==> config.mk <==
export PLATFORM = sky130hd
export DESIGN_NAME = tx_frame_fcs_append
export DESIGN_NICKNAME = d
export VERILOG_FILES = /design/src/rtl/tx_frame_fcs_append.sv
export SDC_FILE = /design/constraint.sdc
export NUM_CORES = 1
export LEC_CHECK = 0
export ABC_AREA = 0
export BUFFER_PORTS_ARGS = -buffer_cell sky130_fd_sc_hd__buf_2
export CAP_MARGIN = 30
export CORE_MARGIN = 5
export CORE_UTILIZATION = 55
export DETAILED_ROUTE_END_ITERATION = 16
export HOLD_SLACK_MARGIN = 0.05
export PLACE_DENSITY = 0.75
export SLEW_MARGIN = 20
export SYNTH_ARGS = -nofsm -noshare
export SYNTH_HDL_FRONTEND = slang
export SYNTH_SLANG_ARGS = --single-unit
==> constraint.sdc <==
create_clock -name REF_CLK -period 3.32 [get_ports REF_CLK]
set_clock_uncertainty 0.05 [all_clocks]
set_input_delay 0.83 -clock REF_CLK [delete_from_list [all_inputs] [get_ports REF_CLK]]
set_output_delay 0.83 -clock REF_CLK [all_outputs]
set_load 0.01 [all_outputs]
==> src/rtl/tx_frame_fcs_append.sv <==
// Frame formatter for the RMII TX FIFO: zero-pads short frames, truncates
// long ones, appends the CRC-32 FCS and flags end-of-data on the last byte.
module tx_frame_fcs_append #(
  parameter int unsigned MIN_LEN     = 60,
  parameter int unsigned MAX_LEN     = 1514,
  parameter bit          BIT_REVERSE = 1'b1
) (
  input  logic        REF_CLK,
  input  logic        arst_n,
  input  logic        in_valid,
  input  logic [7:0]  in_data,
  input  logic        in_last,
  output logic        in_ready,
  input  logic        fifo_afull,
  output logic        fifo_wren,
  output logic [7:0]  fifo_din,
  output logic        fifo_EOD_in,
  output logic [15:0] frame_count,
  output logic [15:0] pad_count,
  output logic [15:0] oversize_count
);

  typedef enum logic [1:0] {
    S_IDLE,
    S_DATA,
    S_PAD,
    S_FCS
  } state_t;

  localparam logic [31:0] CRC_INIT = 32'hFFFF_FFFF;
  localparam logic [10:0] MIN_C    = 11'(MIN_LEN);
  localparam logic [10:0] MAX_C    = 11'(MAX_LEN);

  function automatic logic [31:0] crc_byte(
    input logic [31:0] c,
    input logic [7:0]  b
  );
    logic [31:0] r;
    r = c ^ {24'h0, b};
    for (int i = 0; i < 8; i++) begin
      r = r[0] ? ((r >> 1) ^ 32'hEDB8_8320) : (r >> 1);
    end
    return r;
  endfunction

  function automatic logic [7:0] out_byte(input logic [7:0] b);
    logic [7:0] r;
    for (int i = 0; i < 8; i++) begin
      r[i] = BIT_REVERSE ? b[7-i] : b[i];
    end
    return r;
  endfunction

  state_t      state_q, state_d;
  logic [31:0] crc_q, crc_d;
  logic [10:0] cnt_q, cnt_d;
  logic [1:0]  fcs_idx_q, fcs_idx_d;
  logic        over_q, over_d;
  logic        wren_q, wren_d;
  logic [7:0]  din_q, din_d;
  logic        eod_q, eod_d;
  logic [15:0] frame_q, frame_d;
  logic [15:0] pad_q, pad_d;
  logic [15:0] ovc_q, ovc_d;

  logic        xfer;
  logic [10:0] cnt_inc;
  logic [10:0] cnt_nx;
  logic [31:0] fcs;
  logic [7:0]  fcs_byte;

  assign in_ready = arst_n & ~fifo_afull &
                    (state_q == S_IDLE | state_q == S_DATA);
  assign xfer     = in_valid & in_ready;
  assign cnt_inc  = (&cnt_q) ? cnt_q : cnt_q + 11'd1;
  assign fcs      = ~crc_q;
  assign fcs_byte = fcs[{fcs_idx_q, 3'b000} +: 8];

  always_comb begin
    state_d   = state_q;
    crc_d     = crc_q;
    cnt_d     = cnt_q;
    cnt_nx    = cnt_q;
    fcs_idx_d = fcs_idx_q;
    over_d    = over_q;
    wren_d    = 1'b0;
    din_d     = din_q;
    eod_d     = 1'b0;
    frame_d   = frame_q;
    pad_d     = pad_q;
    ovc_d     = ovc_q;
    unique case (state_q)
      S_IDLE: begin
        crc_d     = CRC_INIT;
        cnt_d     = '0;
        fcs_idx_d = '0;
        over_d    = 1'b0;
        if (xfer) begin
          wren_d  = 1'b1;
          din_d   = out_byte(in_data);
          crc_d   = crc_byte(CRC_INIT, in_data);
          cnt_d   = 11'd1;
          state_d = S_DATA;
          if (in_last) begin
            state_d = (11'd1 < MIN_C) ? S_PAD : S_FCS;
          end
        end
      end
      S_DATA: begin
        if (xfer) begin
          if (cnt_q < MAX_C) begin
            wren_d = 1'b1;
            din_d  = out_byte(in_data);
            crc_d  = crc_byte(crc_q, in_data);
            cnt_d  = cnt_inc;
            cnt_nx = cnt_inc;
          end else begin
            over_d = 1'b1;
          end
          if (in_last) begin
            state_d = (cnt_nx < MIN_C) ? S_PAD : S_FCS;
          end
        end
      end
      S_PAD: begin
        if (!fifo_afull) begin
          wren_d = 1'b1;
          din_d  = out_byte(8'h00);
          crc_d  = crc_byte(crc_q, 8'h00);
          cnt_d  = cnt_inc;
          if (cnt_inc >= MIN_C) begin
            state_d = S_FCS;
            pad_d   = pad_q + 16'd1;
          end
        end
      end
      S_FCS: begin
        if (!fifo_afull) begin
          wren_d    = 1'b1;
          din_d     = out_byte(fcs_byte);
          fcs_idx_d = fcs_idx_q + 2'd1;
          if (fcs_idx_q == 2'd3) begin
            eod_d   = 1'b1;
            frame_d = frame_q + 16'd1;
            if (over_q) ovc_d = ovc_q + 16'd1;
            over_d  = 1'b0;
            crc_d   = CRC_INIT;
            cnt_d   = '0;
            state_d = S_IDLE;
          end
        end
      end
      default: state_d = S_IDLE;
    endcase
  end

  always_ff @(posedge REF_CLK) begin
    if (!arst_n) begin
      state_q   <= S_IDLE;
      crc_q     <= CRC_INIT;
      cnt_q     <= '0;
      fcs_idx_q <= '0;
      over_q    <= 1'b0;
      wren_q    <= 1'b0;
      din_q     <= '0;
      eod_q     <= 1'b0;
      frame_q   <= '0;
      pad_q     <= '0;
      ovc_q     <= '0;
    end else begin
      state_q   <= state_d;
      crc_q     <= crc_d;
      cnt_q     <= cnt_d;
      fcs_idx_q <= fcs_idx_d;
      over_q    <= over_d;
      wren_q    <= wren_d;
      din_q     <= din_d;
      eod_q     <= eod_d;
      frame_q   <= frame_d;
      pad_q     <= pad_d;
      ovc_q     <= ovc_d;
    end
  end

  assign fifo_wren      = wren_q;
  assign fifo_din       = din_q;
  assign fifo_EOD_in    = eod_q;
  assign frame_count    = frame_q;
  assign pad_count      = pad_q;
  assign oversize_count = ovc_q;

endmodule
==> metrics.cfg, run 1 <==
[sta]
period_share_pct=81.6
finalHoldViolations=0
rsz0062_at_grt=no
relSlewSlack_pct=37.3
fmax_ghz=0.369
slew_viol_final=0
final-setup-viol-count=0
tightest_slew_ns=0.941
finalCriticalPeriod_ns=2.71
finalWorstSetupSlack_ns=0.610
finalSetupTns_ns=0

[global_routing]
grt_max_degree=83
grt_pass1_vias=6319
gr-usage-all-layers_pct=25.3
grt_pass1_wl_mm=33.4
grt_overflow=0
antenna_found_initial=0

[setup_path]
rr_startpoint=cnt_q[2]$_SDFFE_PN0P_
critPathKind=reg -> reg
cp.required_ns=3.47
cp-start-kind=register
crit_path_end_kind=register
crit_arrival_ns=2.86
worst_r2r_endpoint=pad_count[6]$_SDFFE_PN0P_
worst-path-max-fanout=14
reg2regPathDepth=7
rrSetupSlack_ns=0.61

[synth]
synth-edff-count=0
syn_nets=918
yosysSeqAreaShare_pct=28.2
synthDistinctLibCells=76
ys.flop_type=dfxtp_1
synthTopCellsByArea=dfxtp_1 28%, xnor2_1 13%, xor2_1 7.9%
ys_warn_count=0
ys_ff_latch=106
yosys.area.top_type=dfxtp_1
netlist_area_um2=7540
async_flop_share_pct=0
syn_area_per_cell_um2=8.41
synth_top_area_share_pct=28.2
synth_cells=896

[cts]
post_cts_resized=0
cts_buffers=9
insertion_delay_ns=0.35
holdBufCountCts=0
cts.sinks=106
clkTransAtPathRegs_ns=0.08
root_buffer=clkbuf_16
cts_tree=yes
htreeDepth=3
cts_buffer_depth=2
postCtsSetupRepairBufs=0

[die]
start_util_pct=56.5
die_width_um=127
dieArea_um2=16100
core_area_um2=13300
rows=42
dieHeight_um=127
io_pins=72

[layout]
syn2layout_area_growth_pct=10.3
final_layout_size_suffix_gt1_share_pct=16.7
nets=958
final_util_pct=62.3
n_antenna_cell=0

[power_and_ir_drop]
p_leak_uw=0.00309
peakVddDrop_mv=0.531
power_density_nw_per_um2=819

[drt]
avgViaCountPerCell=6.05
wl_per_cell_um=18.4
ant_nets=0
drt_iter0_markers=789
drc=0
vias=6754
finalWirelength_mm=20.5
first_pass_iters=5

[worst_hold_path]
hold_path_depth=2
min_to=pad_count[7]$_SDFFE_PN0P_
hp-class=reg -> reg
min_from=pad_count[7]$_SDFFE_PN0P_

[placed_design]
portBuffers=71
gp_congestion=0.907
dp_hpwl_mm=14.0
post-place-ws_ns=0.407

[flow_run]
drv_cap=0

[run_status]
status=finished clean

cells in the final DEF (no fill, tap or decap), types with 9 or more instances in the layout:
| master | netlist | layout |
|---|---|---|
| and3_1 | 17 | 17 |
| a211oi_1 | 16 | 16 |
| nand3_1 | 34 | 34 |
| nor3_1 | 9 | 9 |
| xnor2_1 | 110 | 110 |
| xor2_1 | 68 | 68 |
| a221oi_1 | 15 | 15 |
| xnor2_2 | 9 | 9 |
| nor2_1 | 72 | 72 |
| dfxtp_1 | 106 | 106 |
| a21oi_1 | 71 | 71 |
| nand4_1 | 15 | 15 |
| ha_1 | 9 | 9 |
| buf_4 | 4 | 29 |
| o21ai_0 | 60 | 60 |
| clkbuf_16 | 0 | 9 |
| buf_2 | 22 | 71 |
| o221ai_1 | 12 | 12 |
| nand2_1 | 56 | 56 |
| nor2b_1 | 10 | 10 |
| nand2b_1 | 13 | 13 |
registers in the layout, indices dropped and copies added (netlist names):
register and flops:
fifo_din 8, oversize_count 16, cnt_q 11, crc_q 32, fcs_idx_q 2, fifo_wren 1, over_q 1, pad_count 16
state_q 2, frame_count 16, fifo_EOD_in 1
synth_stat cells (all sizes together), types with 3 or more instances:
master,count
nand4,16
or3,7
a31oi,8
nor2b,10
a2111oi,3
inv,8
or4,3
a21o,5
o21ai,64
buf,29
clkbuf,43
dfxtp,106
mux4,8
a221oi,15
a211o,4
o311ai,5
o221ai,12
nand3,34
nor3,9
xnor2,123
mux2i,7
nor2,72
xor2,71
a211oi,17
nand2b,13
o31ai,5
and2,8
or2,3
o211ai,3
nand2,56
ha,9
and4,5
and3,17
a21oi,72
area by class of cell:
class | instances | area (um2)
Timing Repair Buffer | 101 | 584
Sequential cell | 106 | 2120
Clock buffer | 10 | 239
Fill cell | 1195 | 5030
Tap cell | 176 | 220
Inverter | 9 | 33.8
Clock inverter | 6 | 67.6
Multi-Input combinational cell | 709 | 5050
metrics by stage:
stage          total power (uW)  instance area, um2  cells  hold WS, ns
3_5_place_dp               5630                8000   1100        0.429
5_1_grt                    7280                8320   1117        0.463
3_3_place_gp               5580                8000   1100        0.415
4_1_cts                    6770                8310   1116        0.440
6_report                   6810                8320   1117        0.441
2_1_floorplan              4770                7540    896        0.420
kinds of logic (layout without fill, tap and decap cells):
kind of cell | count (synthesis) | count (layout) | synth area share [%]
AOI/OAI and AO/OA | 230 | 230 | 19.8
xor gates and xnor gates | 195 | 195 | 25.2
adders and majority gates | 9 | 9 | 1.49
buffers and inverters | 81 | 126 | 4.85
DFF | 106 | 106 | 28.2
muxes | 15 | 15 | 3.32
and+or+nand+nor | 260 | 260 | 17.2
worst max-delay path by stage:
| stage | from | end | slack [ns] | cells past startpoint |
|---|---|---|---|---|
| after floorplan | fifo_afull | cnt_q[3]$_SDFFE_PN0P_ | 0.71 | 7 |
| after global placement | fifo_afull | cnt_q[3]$_SDFFE_PN0P_ | 0.44 | 7 |
| after detailed placement | fifo_afull | cnt_q[3]$_SDFFE_PN0P_ | 0.41 | 7 |
| after CTS | cnt_q[5]$_SDFFE_PN0P_ | pad_count[15]$_SDFFE_PN0P_ | 0.65 | 7 |
| after global routing | cnt_q[2]$_SDFFE_PN0P_ | pad_count[6]$_SDFFE_PN0P_ | 0.38 | 7 |
| final | cnt_q[2]$_SDFFE_PN0P_ | pad_count[6]$_SDFFE_PN0P_ | 0.61 | 7 |
critical path, cell delays in order (launching register included):
cell      delay (ns)
dfxtp_1         0.56
nand2_1         0.17
nor3_1          0.46
o211ai_1        0.21
a211oi_2        0.48
a21o_1          0.39
or3_1           0.17
a21oi_1         0.06
power breakdown:
group          switching (uW)  internal (uW)  leakage, uW
clock                     552            558     0.000152
combinational            2270           1730      0.00208
sequential                241           1460     0.000862
metal layers:
metal	global-route usage, %	part of all wire [%]	routed length [um]	up-vias
met5	0	0	0	-
met4	6.88	2.0	418	0
met3	5.68	8.3	1700	32
met2	40.7	46	9520	281
met1	34.4	43	8890	3182
li1	-	-	-	3259
Note: power is estimated with default switching activity, not from simulation.
==> inputs of run 2 (changes only) <==
--- a/config.mk
+++ b/config.mk
@@ -12,7 +12,7 @@
 export CORE_UTILIZATION = 55
 export DETAILED_ROUTE_END_ITERATION = 16
 export HOLD_SLACK_MARGIN = 0.05
-export PLACE_DENSITY = 0.75
+export PLACE_DENSITY = 0.78
 export SLEW_MARGIN = 20
 export SYNTH_ARGS = -nofsm -noshare
 export SYNTH_HDL_FRONTEND = slang
==> constraint.sdc (replaced) <==
create_clock -name REF_CLK -period 2.4 [get_ports REF_CLK]
set_clock_uncertainty 0.05 [all_clocks]
set_input_delay 0.6 -clock REF_CLK [delete_from_list [all_inputs] [get_ports REF_CLK]]
set_output_delay 0.6 -clock REF_CLK [all_outputs]
set_load 0.01 [all_outputs]
==> metrics.cfg, run 2 (same netlist as run 1, synthesis figures left out) <==
[global_routing]
grt_max_degree=83
busiest_layer=met2
gr-usage-all-layers_pct=27.5
grt_overflow=0
met3_usage_pct=5.93
antenna_found_initial=0
globalRouteMet2Util_pct=46.2
met1_usage_pct=34.4
grt_pass1_wl_mm=36.3
grt_pass1_vias=7246

[die]
start_util_pct=56.5
dieArea_um2=16100
dieHeight_um=127
die_width_um=127
io_pins=72
core_area_um2=13300
rows=42

[sta]
finalSetupTns_ns=0
finalHoldViolations=0
relSlewSlack_pct=38.5
final-setup-viol-count=0
period_share_pct=96.8
finalCriticalPeriod_ns=2.32
tightest_slew_ns=0.923
finalWorstSetupSlack_ns=0.0777
slew_viol_final=0
fmax_ghz=0.431
rsz0062_at_grt=yes

[flow_run]
drv_cap=0

[power_and_ir_drop]
p_leak_uw=0.00358
power_density_nw_per_um2=1120
peakVddDrop_mv=0.669

[cts]
cts_tree=yes
cts.sinks=106
cts_buffers=9
htreeDepth=3
clkTransAtPathRegs_ns=0.08
root_buffer=clkbuf_16
insertion_delay_ns=0.37
cts_buffer_depth=2

[drt]
wl_per_cell_um=19.0
finalWirelength_mm=23.0
first_pass_iters=6
avgViaCountPerCell=6.12
drt_iter0_markers=803
vias=7411
ant_nets=0
drc=0

[run_status]
status=finished clean

[layout]
syn2layout_area_growth_pct=22.0
final_layout_size_suffix_gt1_share_pct=27.2
largest_reg_flops=32
nets=1051
final_cell_mix=118 x buf_4, 109 x xnor2_1, 98 x dfxtp_1
layout.cells.most_common=buf_4
largest_register=crc_q
final_util_pct=68.9
n_antenna_cell=0

[setup_path]
worst-path-max-fanout=8
cp_slowest_cell=or4_4
path_cells=ha_1 -> and4_4 -> and3_1 -> o211ai_1 -> a211oi_2 -> a21o_4 -> or4_4 -> a21oi_2
critPathMaxStageDelay_ns=0.51
crit_path_end_kind=register
crit_arrival_ns=2.56
critPathKind=reg -> reg
rrSetupSlack_ns=0.08
cp.required_ns=2.64
cp-start-kind=register

[placed_design]
gp_congestion=0.942
post-place-ws_ns=-0.120
dp_hpwl_mm=16.0
portBuffers=71

[worst_hold_path]
hp-class=reg -> reg

## run 2: cell count changes in the layout (fill, tap and decap cells not counted), sizes merged
| cell | change |
|---|---|
| buf | +93 |
| clkbuf | +1 |
| clkinv | -2 |
| clkinvlp | +2 |
| inv | -1 |
## run 2: where the power goes
part           total [uW]  internal [uW]  switching (uW)
clock network        1510            778             734
registers            2340           2030             304
logic                6440           2950            3480
total               10300           5760            4520
## run 2: path summary, 6_finish.rpt
kind | cells past startpoint | from | to
min reg2reg | 2 | pad_count[15]$_SDFFE_PN0P_ | pad_count[15]$_SDFFE_PN0P_
min | 2 | pad_count[15]$_SDFFE_PN0P_ | pad_count[15]$_SDFFE_PN0P_
max reg2reg | 8 | cnt_q[1]$_SDFFE_PN0P_ | pad_count[14]$_SDFFE_PN0P_
max | 8 | cnt_q[1]$_SDFFE_PN0P_ | pad_count[14]$_SDFFE_PN0P_
## run 2: cell type report
class                      count  area [um2]
sequential                   106        2130
clock buffer                  11         253
inverter                       9        38.8
timing repair buffer         194        1320
tap                          176         220
fill                        1051        4150
clock inverter                 5        43.8
multi-input combinational    709        5190
## run 2: per-stage QoR
step / hold slack (ns) / area [um2] / instances / total power, uW
2_1_floorplan: 0.420 / 7540 / 896 / 6600
3_3_place_gp: 0.411 / 8690 / 1189 / 8310
3_5_place_dp: 0.419 / 8690 / 1189 / 8440
4_1_cts: 0.429 / 9030 / 1208 / 10000
5_1_grt: 0.474 / 9200 / 1210 / 10900
6_report: 0.430 / 9200 / 1210 / 10300
## run 2: per-layer routing
layer / vias to the layer above / wire length, um / share of wire, %
li1: 3439 / - / -
met2: 385 / 11000 / 48
met1: 3494 / 9350 / 41
met3: 93 / 1810 / 7.9
met5: - / 0 / 0
met4: 0 / 835 / 3.6
## run 2: timing repair
item,in CTS,in global routing
buffers inserted,3,2
hold buffers,0,0
cloned,0,0
resized for setup,4,43
pin swaps,4,11
setup endpoints to repair,11,59
## run 2: worst max-delay path, delay by kind of cell, from the launching register on
family                   cells  cell delay, ns
AND/OR/NAND/NOR              3            0.87
AO/OA/AOI/OAI                4            0.79
adder cells (fa/ha/maj)      1            0.20
flip-flops                   1            0.34
==> inputs of run 3 (changes only) <==
--- a/config.mk
+++ b/config.mk
@@ -6,12 +6,12 @@
 export NUM_CORES = 1
 export LEC_CHECK = 0
 export ABC_AREA = 0
-export BUFFER_PORTS_ARGS = -buffer_cell sky130_fd_sc_hd__buf_2
+export BUFFER_PORTS_ARGS = -buffer_cell sky130_fd_sc_hd__clkbuf_2
 export CAP_MARGIN = 30
 export CORE_MARGIN = 5
 export CORE_UTILIZATION = 55
 export DETAILED_ROUTE_END_ITERATION = 16
-export HOLD_SLACK_MARGIN = 0.05
+export HOLD_SLACK_MARGIN = 0.1
 export PLACE_DENSITY = 0.78
 export SLEW_MARGIN = 20
 export SYNTH_ARGS = -nofsm -noshare
==> metrics.cfg, run 3 (same netlist as run 1, synthesis figures left out) <==
[setup_path]
crit_family=simple AND/OR/NAND/NOR gates
cp-start-kind=register
critPathBufInv=3
crit_arrival_ns=2.60
path_cells=inv_2 -> ha_2 -> nor2_1 -> or4b_4 -> o21ai_4 -> buf_4 -> nor2b_1 -> buf_4 -> o2111ai_1 -> a21oi_1 -> a21oi_1
crit_path_end_kind=register
critPathMaxStageDelay_ns=0.53
reg2regPathDepth=11
cp_num_cells=11
cp.required_ns=2.58
cp_slowest_cell=or4b_4
worst-path-max-fanout=7
critPathKind=reg -> reg

[die]
rows=42
dieArea_um2=16100
io_pins=72
core_area_um2=13300
die_width_um=127
start_util_pct=56.5
dieHeight_um=127

[layout]
largest_register=crc_q
syn2layout_area_growth_pct=22.4
seq_area_um2=2130
layout.cells.most_common=buf_4
final_cell_mix=119 x buf_4, 110 x xnor2_1, 103 x dfxtp_1
n_fill_cell=1047
final_layout_size_suffix_gt1_share_pct=26.7
n_antenna_cell=0
largest_reg_flops=32
nets=1055
multi_input_area_um2=5150

[flow_run]
drv_cap=0

[cts]
cts_tree=yes
holdBufCountCts=0
htreeDepth=3
root_buffer=clkbuf_16
insertion_delay_ns=0.37
cts.sinks=106
clkTransAtPathRegs_ns=0.08
cts_buffers=9
cts_buffer_depth=2

[placed_design]
portBuffers=71
gp_congestion=0.962
dp_hpwl_mm=15.8
post-place-ws_ns=-0.159

[worst_hold_path]
hp-class=reg -> reg
hold_path_depth=2

[drt]
avgViaCountPerCell=6.07
finalWirelength_mm=22.9
drc=0
dr_wl_met2_mm=10.7
ant_nets=0
first_pass_iters=5
drt_iter0_markers=856
met3_length_mm=1.96
vias=7375
wl_met1_mm=9.24
wl_per_cell_um=18.8
routed.top_layer=met4

[sta]
period_share_pct=101
holdWs_ns=0.441
finalHoldViolations=0
finalWorstSetupSlack_ns=-0.0179
slew_viol_final=0
fmax_ghz=0.414
finalCriticalPeriod_ns=2.42
final-setup-viol-count=1
tightest_slew_ns=0.892
rsz0062_at_grt=yes
relSlewSlack_pct=40.5

[global_routing]
antenna_found_initial=0
gr-usage-all-layers_pct=27.8
grt_overflow=0
grt_max_degree=83
grt_pass1_wl_mm=36.5
grt_pass1_vias=7056

[power_and_ir_drop]
p_leak_uw=0.00355
peakVddDrop_mv=0.757
power_density_nw_per_um2=1150

[run_status]
status=finished with violations
violations=negative setup slack

[run 3: cell count changes in the layout (fill, tap and decap cells not counted), sizes merged]
cell	before	now
inv	11	10
bufinv	0	1
buf	194	126
clkbuf	11	80
clkinvlp	2	0
a21o	5	6
clkinv	1	5
[run 3: final timing paths]
kind,startpoint,endpoint,slack [ns]
setup / recovery,state_q[0]$_SDFFE_PN0P_,crc_q[20]$_SDFFE_PN1P_,-0.02
hold / removal,pad_count[15]$_SDFFE_PN0P_,pad_count[15]$_SDFFE_PN0P_,0.44
setup reg to reg,state_q[0]$_SDFFE_PN0P_,crc_q[20]$_SDFFE_PN1P_,-0.02
hold reg to reg,pad_count[15]$_SDFFE_PN0P_,pad_count[15]$_SDFFE_PN0P_,0.44
[run 3: per-stage QoR]
stage	instance area [um2]	setup TNS, ns	total power [uW]	cells	utilization (%)
2_1_floorplan	7540	0	6600	896	-
3_3_place_gp	8760	-1.33	8520	1193	65.6
3_5_place_dp	8760	-3.08	8670	1193	65.6
4_1_cts	9090	0	10400	1209	68.1
5_1_grt	9230	-0.224	11200	1214	69.1
6_report	9230	-0.0179	10600	1214	69.1
[run 3: power by group]
| group | switching [uW] | internal (uW) |
|---|---|---|
| Sequential | 292 | 2030 |
| Clock | 792 | 841 |
| Combinational | 3530 | 3090 |
| Total | 4610 | 5960 |
[run 3: repair_timing]
action,CTS,global route
gates cloned,0,1
pin swaps,1,7
endpoints found under the setup margin,11,59
resized for setup,2,33
buffers inserted,0,4
[run 3: area by class of cell]
| class | count | share of cell area, % |
|---|---|---|
| clock buffers | 9 | 2.44 |
| clock inverters | 7 | 1.06 |
| inverters | 9 | 0.366 |
| multi-input cells | 710 | 55.8 |
| flip-flops and latches | 106 | 23.0 |
| well taps | 176 | 2.39 |
| repair buffers | 197 | 14.9 |
[run 3: worst register-to-register path, cell delays in order, from the launching register on]
cell	delay (ns)
dfxtp_2	0.36
inv_2	0.07
ha_2	0.18
nor2_1	0.06
or4b_4	0.53
o21ai_4	0.17
buf_4	0.13
nor2b_1	0.13
buf_4	0.19
o2111ai_1	0.16
a21oi_1	0.21
a21oi_1	0.07
[run 3: per-layer routing]
layer	up-vias	global-route usage (%)
li1	3454	-
met1	3461	35.5
met2	368	45.5
met3	92	6.22
met4	0	11.9
met5	-	0
